## config.mk

```make
export PLATFORM = sky130hd
export DESIGN_NAME = victim_wb_buffer
export DESIGN_NICKNAME = d
export VERILOG_FILES = /design/src/rtl/victim_wb_pkg.sv /design/src/rtl/victim_wb_cam.sv /design/src/rtl/victim_wb_buffer.sv
export SDC_FILE = /design/constraint.sdc
export NUM_CORES = 2
export LEC_CHECK = 0
export BUFFER_PORTS_ARGS = -buffer_cell sky130_fd_sc_hd__buf_2
export CAP_MARGIN = 20
export CORE_UTILIZATION = 30
export DETAILED_ROUTE_END_ITERATION = 8
export SLEW_MARGIN = 20
export SYNTH_ARGS = -nofsm -noshare
export SYNTH_HDL_FRONTEND = slang
export SYNTH_SLANG_ARGS = --single-unit
```

## constraint.sdc

```tcl
create_clock -name clk -period 33.6 [get_ports clk]
set_clock_uncertainty 0.1 [all_clocks]
set_input_delay 1.68 -clock clk [delete_from_list [all_inputs] [get_ports clk]]
set_output_delay 1.68 -clock clk [all_outputs]
set_load 0.02 [all_outputs]
```

## src/rtl/victim_wb_pkg.sv

```systemverilog
// Shared types and helpers for the victim-cache writeback buffer.
// Optional feature macro used by victim_wb_buffer: VICTIM_WB_COALESCE_EN.
package victim_wb_pkg;

  localparam int s_offset      = 5;
  localparam int s_index       = 4;
  localparam int s_tag         = 32 - s_offset - s_index;
  localparam int s_line        = 8 * (2 ** s_offset);
  localparam int depth_default = 4;
  localparam int key_w         = s_tag + s_index;

  typedef enum logic [1:0] {
    IDLE  = 2'd0,
    WRITE = 2'd1,
    POP   = 2'd2
  } wb_state_t;

  typedef struct packed {
    logic                valid;
    logic [s_tag-1:0]    tag;
    logic [s_index-1:0]  index;
    logic [s_line-1:0]   data;
  } wb_entry_t;

  // Line-aligned physical address of a {tag,index} pair.
  function automatic logic [31:0] wb_addr(input logic [s_tag-1:0]   tag,
                                          input logic [s_index-1:0] index);
    return {tag, index, {s_offset{1'b0}}};
  endfunction

endpackage

```

## src/rtl/victim_wb_cam.sv

```systemverilog
// Combinational {tag,index} match across the buffer ring. Scans from the head
// (oldest) towards the tail so the last match found is the youngest one.
module victim_wb_cam
  import victim_wb_pkg::*;
#(
  parameter int depth = depth_default,
  parameter int ptr_w = $clog2(depth)
) (
  input  logic [depth-1:0] valid,
  input  logic [key_w-1:0] keys [depth],
  input  logic [ptr_w-1:0] head,
  input  logic [key_w-1:0] key,
  output logic             hit,
  output logic [depth-1:0] onehot
);

  logic [ptr_w-1:0] idx_s;

  // Age-ordered scan: a younger matching slot replaces any older pick.
  always_comb begin
    hit    = 1'b0;
    onehot = '0;
    idx_s  = head;
    for (int k = 0; k < depth; k++) begin
      idx_s = head + ptr_w'(k);
      if (valid[idx_s] && (keys[idx_s] == key)) begin
        hit           = 1'b1;
        onehot        = '0;
        onehot[idx_s] = 1'b1;
      end else begin
        hit = hit;
      end
    end
  end

endmodule

```

## src/rtl/victim_wb_buffer.sv

```systemverilog
// Writeback buffer draining dirty victim lines to pmem, one line at a time,
// with a CAM so read misses can forward a still-queued line.
// Optional: define VICTIM_WB_COALESCE_EN to merge a push into a queued entry
// with the same {tag,index} (never into the head once its write has started).
module victim_wb_buffer
  import victim_wb_pkg::*;
#(
  parameter int depth = depth_default
) (
  input  logic                clk,
  input  logic                rst,
  input  logic                push_valid,
  output logic                push_ready,
  input  logic [s_tag-1:0]    push_tag,
  input  logic [s_index-1:0]  push_index,
  input  logic [s_line-1:0]   push_data,
  input  logic [31:0]         lookup_addr,
  output logic                lookup_hit,
  output logic [s_line-1:0]   lookup_data,
  output logic                pmem_write,
  output logic [31:0]         pmem_address,
  output logic [s_line-1:0]   pmem_wdata,
  input  logic                pmem_resp,
  output logic                empty
);

  localparam int ptr_w = $clog2(depth);
  localparam int cnt_w = ptr_w + 1;
  localparam logic [cnt_w-1:0] full_cnt = cnt_w'(depth);

  wb_state_t         state_r, state_next_s;
  wb_entry_t         entry_r [depth];
  logic [ptr_w-1:0]  head_r, tail_r;
  logic [cnt_w-1:0]  count_r, count_next_s;

  logic [depth-1:0]  valid_s, head_oh_s, look_valid_s, look_oh_s;
  logic [key_w-1:0]  key_s [depth];
  logic              pop_s, push_alloc_s, look_hit_s;
  logic              unused_s;

  // Byte offset within the line plays no part in line matching.
  assign unused_s = ^lookup_addr[s_offset-1:0];

  assign pop_s = (state_r == POP);

  // Flatten entry state into CAM-friendly vectors and a one-hot head marker.
  always_comb begin
    valid_s   = '0;
    head_oh_s = '0;
    for (int i = 0; i < depth; i++) begin
      valid_s[i] = entry_r[i].valid;
      key_s[i]   = {entry_r[i].tag, entry_r[i].index};
    end
    head_oh_s[head_r] = 1'b1;
  end

  // The head line is already in pmem once POP is reached, so stop forwarding it.
  always_comb begin
    look_valid_s = valid_s;
    if (pop_s) begin
      look_valid_s = valid_s & ~head_oh_s;
    end else begin
      look_valid_s = valid_s;
    end
  end

  victim_wb_cam #(.depth(depth), .ptr_w(ptr_w)) u_lookup_cam (
    .valid  (look_valid_s),
    .keys   (key_s),
    .head   (head_r),
    .key    (lookup_addr[31:s_offset]),
    .hit    (look_hit_s),
    .onehot (look_oh_s)
  );

  // One-hot AND-OR mux of the youngest matching line.
  always_comb begin
    lookup_data = '0;
    for (int i = 0; i < depth; i++) begin
      if (look_oh_s[i]) begin
        lookup_data = lookup_data | entry_r[i].data;
      end else begin
        lookup_data = lookup_data;
      end
    end
  end

  assign lookup_hit = look_hit_s;

`ifdef VICTIM_WB_COALESCE_EN
  logic [depth-1:0] coal_valid_s, coal_oh_s;
  logic             coal_hit_s, push_coal_s;

  // Merge candidates: the head only while its write has not yet started.
  always_comb begin
    coal_valid_s = valid_s;
    if (state_r == IDLE) begin
      coal_valid_s = valid_s;
    end else begin
      coal_valid_s = valid_s & ~head_oh_s;
    end
  end

  victim_wb_cam #(.depth(depth), .ptr_w(ptr_w)) u_coal_cam (
    .valid  (coal_valid_s),
    .keys   (key_s),
    .head   (head_r),
    .key    ({push_tag, push_index}),
    .hit    (coal_hit_s),
    .onehot (coal_oh_s)
  );

  assign push_ready   = coal_hit_s || (count_r != full_cnt) || pop_s;
  assign push_coal_s  = push_valid && coal_hit_s;
  assign push_alloc_s = push_valid && !coal_hit_s && ((count_r != full_cnt) || pop_s);
`else
  // A pop in progress frees the head slot, so a full buffer can still take a push.
  assign push_ready   = (count_r != full_cnt) || pop_s;
  assign push_alloc_s = push_valid && push_ready;
`endif

  // Occupancy after this cycle's allocation and pop.
  always_comb begin
    count_next_s = count_r;
    case ({push_alloc_s, pop_s})
      2'b10:   count_next_s = count_r + cnt_w'(1);
      2'b01:   count_next_s = count_r - cnt_w'(1);
      default: count_next_s = count_r;
    endcase
  end

  // Drain FSM: one pmem write per queued line, dead POP cycle between lines.
  always_comb begin
    state_next_s = state_r;
    case (state_r)
      IDLE: begin
        if (count_r != '0) state_next_s = WRITE;
        else               state_next_s = IDLE;
      end
      WRITE: begin
        if (pmem_resp) state_next_s = POP;
        else           state_next_s = WRITE;
      end
      POP: begin
        if (count_next_s != '0) state_next_s = WRITE;
        else                    state_next_s = IDLE;
      end
      default: state_next_s = IDLE;
    endcase
  end

  // FSM state register.
  always_ff @(posedge clk or posedge rst) begin
    if (rst) state_r <= IDLE;
    else     state_r <= state_next_s;
  end

  // Ring pointers and occupancy.
  always_ff @(posedge clk or posedge rst) begin
    if (rst) begin
      head_r  <= '0;
      tail_r  <= '0;
      count_r <= '0;
    end else begin
      if (pop_s)        head_r <= head_r + ptr_w'(1);
      if (push_alloc_s) tail_r <= tail_r + ptr_w'(1);
      count_r <= count_next_s;
    end
  end

  // Entry storage; the pop clear comes first so a full-buffer push into the
  // freed head slot wins.
  always_ff @(posedge clk or posedge rst) begin
    if (rst) begin
      for (int i = 0; i < depth; i++) begin
        entry_r[i] <= '0;
      end
    end else begin
      if (pop_s) entry_r[head_r].valid <= 1'b0;
      if (push_alloc_s) begin
        entry_r[tail_r] <= '{valid: 1'b1, tag: push_tag, index: push_index, data: push_data};
      end
`ifdef VICTIM_WB_COALESCE_EN
      for (int i = 0; i < depth; i++) begin
        if (push_coal_s && coal_oh_s[i]) entry_r[i].data <= push_data;
      end
`endif
    end
  end

  assign pmem_write   = (state_r == WRITE);
  assign pmem_address = wb_addr(entry_r[head_r].tag, entry_r[head_r].index);
  assign pmem_wdata   = entry_r[head_r].data;
  assign empty        = (count_r == '0) && (state_r == IDLE);

endmodule

```

==> impl_metrics.json <==
{
  "status": "finished with violations",
  "violations": "design-rule violations",
  "final_antenna_net_count": 0,
  "hpwl_um": 178000,
  "yosysWarnings": 0,
  "clk_path_buf_depth": 3,
  "netlist-cell-type-count": 56,
  "setup_violations": 0,
  "synthAdderAreaFrac_pct": 0.250,
  "core_area_mm2": 0.241,
  "drv_slew": 0,
  "dieArea_mm2": 0.246,
  "drtIter0Drc": 8637,
  "syn_inst": 6486,
  "grtUsageTotal_pct": 23.6,
  "synth_async_sr_flop_share_pct": 100,
  "hold_slack_ps": 435,
  "met3_length_um": 36100,
  "detail_route.wl_per_cell_um": 29.6,
  "period_minus_slack_ps": 11390,
  "final_area_mm2": 0.0848,
  "cts_setup_buffers": 0,
  "synthToLayoutAreaGrowth_pct": 15.8,
  "post-route-period-util_pct": 33.9,
  "drive_gt1_share_pct": 39.8,
  "multi_input_comb_area_mm2": 0.0416,
  "dr.pass1.iters": 9,
  "num_vias": 66000,
  "synth-compound-area-share_pct": 18.5,
  "die_w_um": 496,
  "antenna_found_initial": 87,
  "fin_setup_tns_ps": 0,
  "cts_resized": 0,
  "powerDensity_mw_per_mm2": 110,
  "syn_avg_cell_area_um2": 11.3,
  "worst_slack_ps": 22210,
  "crit_required_ps": 31820,
  "total_power_mw": 9.36,
  "synth-xor-area-share_pct": 1.41,
  "die_h_um": 496,
  "crit_type": "register to primary output",
  "cts_tree": "built",
  "worstMarginPinSlew_ps": 1240,
  "worstSetupStartpointType": "register",
  "synth_top_family_by_area": "multiplexers",
  "hold_viol": 0,
  "ff_latch_area_mm2": 0.0287,
  "grt_pass1_wl_um": 443000,
  "route.detailed.drc": 3,
  "initial_utilization_pct": 30.3,
  "nNetsFinal": 7192,
  "fillCellCount": 23800,
  "drt-met1-wl_um": 117000,
  "min_path_type": "register to register",
  "root_buffer": "clkbuf_16",
  "synth.mux.area_fraction_pct": 28.7,
  "clk_latency_ps": 810,
  "place_congestion": 0.858,
  "cts_hold_buf": 0,
  "worst_ir_drop_vdd_mv": 0.0854,
  "rsz0062_at_grt": "no",
  "drv_cap": 0,
  "vias_per_cell": 6.45,
  "synth-edff-count": 0,
  "end_kind": "primary output",
  "wl_um": 303000,
  "row_count": 180,
  "numCtsBuffers": 142,
  "highest_layer": "met5",
  "cts.sinks": 1145,
  "overflow": 0,
  "ios": 867,
  "place_ws_ps": 23270,
  "grt_max_degree": 174,
  "dp_cells": 9899,
  "fin_util_pct": 35.1,
  "numPortBuffers": 856,
  "synthSimpleGateAreaFrac_pct": 7.64,
  "critical_path_arrival_ps": 9610,
  "crit_fanout": 55,
  "wl_met2_um": 133000,
  "p_leak_nw": 34.0,
  "ctsHtreeMaxLevel": 4,
  "fmax_ghz": 0.0878,
  "grt_pass1_vias": 65100,
  "dpl_cell_area_mm2": 0.0798,
  "layout.cells.non_filler": 10200,
  "synth_ff_type": "dfrtp_1",
  "ys_ff_latch": 1145,
  "slew-limit-headroom_pct": 17.3,
  "clk_pin_slew_ps": 70,
  "synth_area_mm2": 0.0732,
  "yosysSeqAreaShare_pct": 39.2
}
## Yosys cell counts (21+ instances only)
cell type	count	area share, %
a211oi_1	208	2.1
a211oi_2	40	0.68
a21oi_1	257	1.8
a22oi_1	759	7.8
and3_1	260	2.2
buf_1	81	0.42
buf_2	106	0.73
clkbuf_1	558	2.9
dfrtp_1	1145	39
mux2_2	1135	17
mux2i_1	23	0.31
mux4_2	356	11
nand2_1	272	1.4
nand3_1	263	1.8
nand4_1	21	0.18
nor3_1	251	1.7
o2111ai_1	258	3.1
o211ai_1	256	2.6
xnor2_1	88	1.1
xor2_1	30	0.36
## per-layer routing
| metal | up-vias | global-route usage, % |
|---|---|---|
| li1 | 26700 | - |
| met1 | 33700 | 30.3 |
| met2 | 4555 | 35.3 |
| met3 | 1045 | 7.56 |
| met4 | 56 | 12.6 |
| met5 | - | 0 |
## placed cells by master, fill, tap and decap left out, drive strengths merged, types with 9 or more instances in the layout
cell,count
a211oi,248
a21oi,258
a221oi,9
a22o,9
a22oi,759
and3,260
buf,991
clkbuf,209
clkinv,29
dfrtp,1145
diode,72
ha,13
inv,23
mux2,1135
mux2i,23
mux4,356
nand2,272
nand3,264
nand4,22
nor3,251
o2111ai,258
o211ai,256
xnor2,88
xor2,30
## cell families (layout without fill, tap and decap cells)
group | Yosys count | after routing
compound gates | 1812 | 1812
mux | 1514 | 1514
flops | 1145 | 1145
simple gates | 1100 | 1100
buf+inv | 782 | 1265
xor+xnor | 118 | 118
fa+ha+maj | 14 | 14
other cells | 1 | 77
## path summary, 6_finish.rpt
path / depth (start not counted) / to / slack [ps] / startpoint
max: 14 / lookup_data[186] / 22210 / head_r[1]$_DFFE_PP0N_
min: 1 / count_r[2]$_DFF_PP0_ / 430 / count_r[2]$_DFF_PP0_
max reg2reg: 8 / entry_r[409]$_DFFE_PP0P_ / 27750 / state_r[1]$_DFF_PP0_
min reg2reg: 1 / count_r[2]$_DFF_PP0_ / 430 / count_r[2]$_DFF_PP0_
max in group asynchronous: 9 / entry_r[167]$_DFFE_PP0P_ / 27500 / rst
min in group asynchronous: 3 / entry_r[353]$_DFFE_PP0P_ / 1070 / rst
## registers in the layout, summed over array words and instances (netlist names)
| name | cells |
|---|---|
| entry_r | 1136 |
| count_r | 3 |
| head_r | 2 |
| state_r | 2 |
| tail_r | 2 |
## report_power, final
| part | leakage (nW) | total [mW] | internal (mW) | switching [mW] |
|---|---|---|---|---|
| Sequential | 13.6 | 2.95 | 2.10 | 0.851 |
| Combinational | 18.1 | 4.84 | 2.20 | 2.64 |
| Clock | 2.33 | 1.58 | 0.922 | 0.654 |
| Total | 34.0 | 9.36 | 5.22 | 4.14 |
## worst max-delay path, cell delays in order, from the launching register on
cell,delay (ps)
dfrtp_4,820
buf_4,710
buf_4,850
mux4_2,450
xnor2_1,560
nand4_1,200
nor4_1,660
nand3_1,380
nor3b_4,710
buf_4,780
buf_4,780
buf_4,590
o211ai_1,210
o2111ai_2,330
buf_2,290
## final cells by class
cell class,instances,area share [%]
Tap cell,3185,4.70
Inverter,16,0.0753
Clock buffer,209,4.95
Antenna cell,72,0.213
Clock inverter,49,0.635
Sequential cell,1145,33.8
Multi-Input combinational cell,4563,49.1
Timing Repair Buffer,991,6.56
No activity file was read; power rests on OpenSTA's default activity.
